===== config.mk =====
export PLATFORM = sky130hd
export DESIGN_NAME = sdrc_col_burst_seq
export DESIGN_NICKNAME = d
export VERILOG_FILES = /design/src/rtl/sdrc_pkg.sv /design/src/rtl/sdrc_col_inc.sv /design/src/rtl/sdrc_col_burst_seq.sv
export SDC_FILE = /design/constraint.sdc
export NUM_CORES = 1
export LEC_CHECK = 0
export ABC_CLOCK_PERIOD_IN_PS = 1900
export CAP_MARGIN = 20
export CORE_MARGIN = 2
export CORE_UTILIZATION = 47
export CTS_CLUSTER_DIAMETER = 30
export CTS_CLUSTER_SIZE = 10
export DETAILED_ROUTE_END_ITERATION = 10
export PLACE_DENSITY = 0.9
export SYNTH_ARGS = -nofsm -noshare
export SYNTH_HDL_FRONTEND = slang
export SYNTH_HIERARCHICAL = 1
export SYNTH_SLANG_ARGS = --single-unit

===== constraint.sdc =====
create_clock -name clk -period 1.9 [get_ports clk]
set_input_delay 0.38 -clock clk [delete_from_list [all_inputs] [get_ports clk]]
set_output_delay 0.38 -clock clk [all_outputs]
set_load 0.02 [all_outputs]

===== src/rtl/sdrc_pkg.sv =====
// Shared types and helpers for the SDRAM column-burst sequencer.
// State encoding, colbits codes and the column mask lookup.
package sdrc_pkg;

   typedef enum logic [1:0] {
      S_IDLE = 2'd0,
      S_RUN  = 2'd1,
      S_PAGE = 2'd2,
      S_DONE = 2'd3
   } state_t;

   localparam logic [1:0] COLBITS_8  = 2'b00;
   localparam logic [1:0] COLBITS_9  = 2'b01;
   localparam logic [1:0] COLBITS_10 = 2'b10;
   localparam logic [1:0] COLBITS_11 = 2'b11;

   function automatic logic [11:0] colmask(input logic [1:0] cb);
      logic [11:0] m;
      m = 12'h0ff;
      unique case (cb)
         COLBITS_8:  m = 12'h0ff;
         COLBITS_9:  m = 12'h1ff;
         COLBITS_10: m = 12'h3ff;
         COLBITS_11: m = 12'h7ff;
         default:    m = 12'h0ff;
      endcase
      return m;
   endfunction

endpackage


===== src/rtl/sdrc_col_inc.sv =====
// Column address incrementer for the next-beat path.
// Modulo-2^AW: the carry out of the top bit is dropped.
module sdrc_col_inc #(
   parameter int AW = 12
) (
   input  logic [AW-1:0] a,
   output logic [AW-1:0] y
);

   assign y = a + {{(AW-1){1'b0}}, 1'b1};

endmodule


===== src/rtl/sdrc_col_burst_seq.sv =====
// Column-address sequencer for one SDRAM read/write transfer.
// Steps the column per beat and parks in PAGE on a page wrap.
module sdrc_col_burst_seq #(
   parameter int AW = 12,
   parameter int LW = 8
) (
   input  logic          clk,
   input  logic          reset_n,
   input  logic [1:0]    cfg_colbits,
   input  logic          xfr_req,
   input  logic [AW-1:0] xfr_addr,
   input  logic [LW-1:0] xfr_len,
   input  logic          beat_en,
   input  logic          page_ack,
   input  logic          abort,
   output logic          xfr_ack,
   output logic          busy,
   output logic [AW-1:0] col_addr,
   output logic          last_beat,
   output logic          page_cross,
   output logic          xfr_done,
   output logic          xfr_aborted
);

   import sdrc_pkg::*;

   state_t        state;
   state_t        state_nxt;
   logic [AW-1:0] mask;
   logic [AW-1:0] col_inc;
   logic [AW-1:0] col_nxt;
   logic [LW-1:0] rem;
   logic [LW-1:0] rem_nxt;
   logic          rem_one;
   logic          at_wrap;

   assign mask    = AW'(colmask(cfg_colbits));
   assign rem_one = (rem == LW'(1));
   assign at_wrap = ((col_addr & mask) == mask);

   sdrc_col_inc #(.AW(AW)) u_inc (
      .a (col_addr),
      .y (col_inc)
   );

   always_ff @(posedge clk or negedge reset_n) begin
      if (!reset_n) begin
         state    <= S_IDLE;
         col_addr <= '0;
         rem      <= '0;
      end else begin
         state    <= state_nxt;
         col_addr <= col_nxt;
         rem      <= rem_nxt;
      end
   end

   // abort outranks beat_en and page_ack
   always_comb begin
      state_nxt = state;
      unique case (state)
         S_IDLE: begin
            if (xfr_req)
               state_nxt = (xfr_len == '0) ? S_DONE : S_RUN;
         end
         S_RUN: begin
            if (abort)
               state_nxt = S_IDLE;
            else if (beat_en && rem_one)
               state_nxt = S_DONE;
            else if (beat_en && at_wrap)
               state_nxt = S_PAGE;
         end
         S_PAGE: begin
            if (abort)
               state_nxt = S_IDLE;
            else if (page_ack)
               state_nxt = S_RUN;
         end
         S_DONE:  state_nxt = S_IDLE;
         default: state_nxt = S_IDLE;
      endcase
   end

   always_comb begin
      col_nxt = col_addr;
      rem_nxt = rem;
      unique case (state)
         S_IDLE: begin
            if (xfr_req) begin
               col_nxt = xfr_addr & mask;
               rem_nxt = xfr_len;
            end
         end
         S_RUN: begin
            if (abort) begin
               col_nxt = '0;
               rem_nxt = '0;
            end else if (beat_en) begin
               col_nxt = col_inc & mask;
               rem_nxt = rem - LW'(1);
            end
         end
         S_PAGE: begin
            if (abort) begin
               col_nxt = '0;
               rem_nxt = '0;
            end
         end
         default: begin
            col_nxt = col_addr;
            rem_nxt = rem;
         end
      endcase
   end

   always_comb begin
      xfr_ack     = 1'b0;
      busy        = (state != S_IDLE);
      last_beat   = 1'b0;
      page_cross  = 1'b0;
      xfr_done    = 1'b0;
      xfr_aborted = 1'b0;
      unique case (state)
         S_IDLE: xfr_ack = xfr_req & reset_n;
         S_RUN: begin
            last_beat   = rem_one;
            xfr_aborted = abort;
         end
         S_PAGE: begin
            page_cross  = 1'b1;
            xfr_aborted = abort;
         end
         S_DONE:  xfr_done = 1'b1;
         default: busy = 1'b0;
      endcase
   end

   a_colbits_static: assert property (
      @(posedge clk) disable iff (!reset_n)
      busy |-> $stable(cfg_colbits)
   ) else $error("cfg_colbits changed while busy");

endmodule


==> impl_summary.txt <==
----------------------------------------------------
[Run status]
  Run status ... finished, final reports clean

[Setup path]
  Worst EP required ... 1520 ps
  Crit path to ... last_beat
  R2R Setup Slk ... 100 ps
  Worst stage delay on the critical path ... 420 ps
  Cells traversed along the worst timing path ... inv_2 > ha_4 > nor4b_4 > and3_1 > buf_6
  Worst-path fanout max ... 2
  Origin of the worst setup path ... rem[1]$_DFFE_PN0P_
  Crit path kind ... reg -> out
  Register-to-Register Path Depth ... 7
  Critical path depth in cells ... 5
  Data arrival, critical path ... 1460 ps
  Type of element capturing the critical path ... output pin
  Crit-path slowest cell ... sky130_fd_sc_hd__dfrtp_1
  Startpoint Class ... register
  Buffers and inverters on the worst path ... 2
  Reg-to-reg critical path startpoint ... state[1]$_DFFE_PN0P_
  Worst r2r dst ... state[0]$_DFFE_PN0P_
  Family with the most delay on the worst path ... flip-flops

[Final layout]
  Non-Filler Instances ... 294
  NumNets Final ... 287
  Synth-to-Final Area Change ... 46.4%
  Fillers ... 201
  Number of antenna cells inserted ... 0
  Area occupied by registers ... 527 um2
  Share of the core filled with cells in the final layout ... 0.724
  Share of final-layout standard cells stronger than drive strength 1 ... 0.172
  Area occupied by multi-input gates ... 942 um2

[Synthesis]
  Cell count after synthesis ... 189
  Mean instance size in the synthesized netlist ... 7.98 um2
  Netlist area before placement ... 1510 um2
  Yosys warning count ... 6
  Number of nets in the synthesized netlist ... 225

[Die]
  Std-Cell Core Area ... 3050 um2
  Rows ... 20
  Initial Util ... 0.494
  Die ar. ... 3680 um2
  Die width ... 60.7 um
  Die Y-Extent ... 60.7 um
  Number of ports placed on the die boundary ... 46

[Timing]
  Final count of hold timing violations ... 0
  Total of endpoints with negative setup slack in the final report ... 0
  Clock period minus final worst setup slack ... 1840 ps
  Slew Limit Fails ... 0
  Worst clock skew on the final layout ... 9.31 ps
  Final cycle utilization of the critical path ... 0.970
  Maximum clock rate ... 543 MHz
  Worst-case setup margin in the final layout ... 57.0 ps

[Power and ir drop]
  Worst ir drop on vdd ... 0.940 mV
  Cell area power density ... 1550 nW/um2
  Share of total power in sequential cells ... 0.255
  Net switching share of the total power ... 0.479
  Combinational power share ... 0.676
  Static leakage power ... 1.00 nW
  Internal power component ... 1.79 mW
  NetSw ... 1.64 mW
  Clock Power Share ... 0.069

[Detailed routing]
  Violation count after the first detailed-route iteration ... 109
  Post-detailed-route count of antenna-violating nets ... 0
  Routed Wire Length ... 4240 um
  Average detailed-routed wire length per instance ... 14.4 um
  Via density per instance ... 5.60
  TritonRoute pass-1 iters ... 4
  Total number of vias ... 1646
  Post-detailed-route DRC marker count ... 0

[Clock network]
  Library cell used as clock root buffer ... sky130_fd_sc_hd__clkbuf_4
  Clk slew on worst S/H paths ... 130 ps
  CTS tree ... yes
  Later-pin clock latency in the skew report ... 330 ps
  Longest Clk Path Bufs ... 2
  Count of clock tree sinks ... 21
  Htree depth ... 1
  Clock buffer count from CTS ... 3
  Quantity of hold-fixing buffers added after cts ... 0

[GRT]
  Vias in the first global route ... 1474
  Antenna violations before repair ... 0
  Gr usage total ... 0.235
  Residual overflow from global routing ... 0
  Pin count of the biggest net entering global routing ... 29
  Wire length of the first global-routing pass ... 6520 um

[Job]
  Max-cap violations ... 0

[Worst hold path]
  Worst Hold Class ... in -> async

[Place]
  # port buffers ... 43
  GP Congestion ... 0.892
  Detailed Place HPWL ... 3020 um
  Placed Instances ... 288
  Worst setup slack after placement ... -135 ps

----------------------------------------------------
-- area by class of cell --
cell class                      instances  share of cell area
Inverter                               12              0.0204
Timing Repair Buffer                   66               0.278
Tap cell                               44              0.0249
Sequential cell                        21               0.238
Clock buffer                            4              0.0119
Multi-Input combinational cell        147               0.426
-- worst reg2reg max path: cells and delay by family (launching register included) --
family / cells / cell delay, ps
AND/OR/NAND/NOR: 3 / 550
buffers and inverters: 1 / 140
adder cells (fa/ha/maj): 1 / 200
AO/OA/AOI/OAI: 1 / 110
flip-flops: 1 / 400
multiplexers: 1 / 300
-- placed cells by master, fill, tap and decap left out, drive strengths merged --
master	instances
a31oi	1
dfrtp	21
o22ai	1
nor3b	1
buf	24
nand3	5
mux2i	1
o221ai	2
mux2	1
a21oi	19
nor4	5
ha	8
a32oi	2
and2	1
xnor2	4
nand4	2
xor2	5
nor3	7
o21ai	22
nand2	18
inv	12
and3	14
conb	1
a22oi	2
nor2	15
and2b	1
clkbuf	7
nand2b	3
o211ai	2
o31ai	3
dlygate4sd2	2
dlymetal6s2s	1
clkdlybuf4s50	36
nor4b	1
-- what timing repair did --
item | 4_1_cts | 5_1_grt
endpoints found under the setup margin | 8 | 8
setup buffers | 1 | 1
pin swaps | 0 | 1
resized for setup | 13 | 14
-- metal layers --
layer,track usage,share of wire,vias to the layer above
met5,0,0,-
met2,0.387,0.48,76
met4,0.102,0.023,0
met1,0.313,0.44,763
li1,-,-,795
met3,0.0235,0.055,12
-- sequential cells by signal, summed over array words and instances, names as in the netlist --
register,flops
rem,8
state,2
col_addr,11
-- power by group through the flow --
| stage | logic [mW] | clock network, mW | registers, mW |
|---|---|---|---|
| after floorplan | 1.15 | 0 | 0.967 |
| after global placement | 2.17 | 0 | 0.866 |
| after detailed placement | 2.24 | 0 | 0.873 |
| after CTS | 2.26 | 0.230 | 0.863 |
| after global routing | 2.54 | 0.254 | 0.906 |
| final | 2.32 | 0.236 | 0.876 |
-- worst min-delay path by stage --
stage	from	slack, ps	to
finish	reset_n	450	state[0]$_DFFE_PN0P_
global route	reset_n	500	state[1]$_DFFE_PN0P_
CTS	reset_n	490	col_addr[2]$_DFFE_PN0P_
detailed placement	col_addr[10]$_DFFE_PN0P_	530	col_addr[10]$_DFFE_PN0P_
global placement	col_addr[10]$_DFFE_PN0P_	520	col_addr[10]$_DFFE_PN0P_
floorplan	reset_n	80	col_addr[0]$_DFFE_PN0P_
-- through the flow --
| stage | hold slack, ps | power [mW] | TNS (ps) | cell area [um2] |
|---|---|---|---|---|
| 3_5_place_dp | 526 | 3.11 | -409 | 2140 |
| 5_1_grt | 504 | 3.70 | -14.8 | 2210 |
| 3_3_place_gp | 520 | 3.03 | -237 | 2140 |
| 6_report | 454 | 3.43 | 0 | 2210 |
| 4_1_cts | 492 | 3.35 | 0 | 2180 |
| 2_1_floorplan | 84.4 | 2.12 | 0 | 1510 |
No activity file was read; power rests on OpenSTA's default activity.
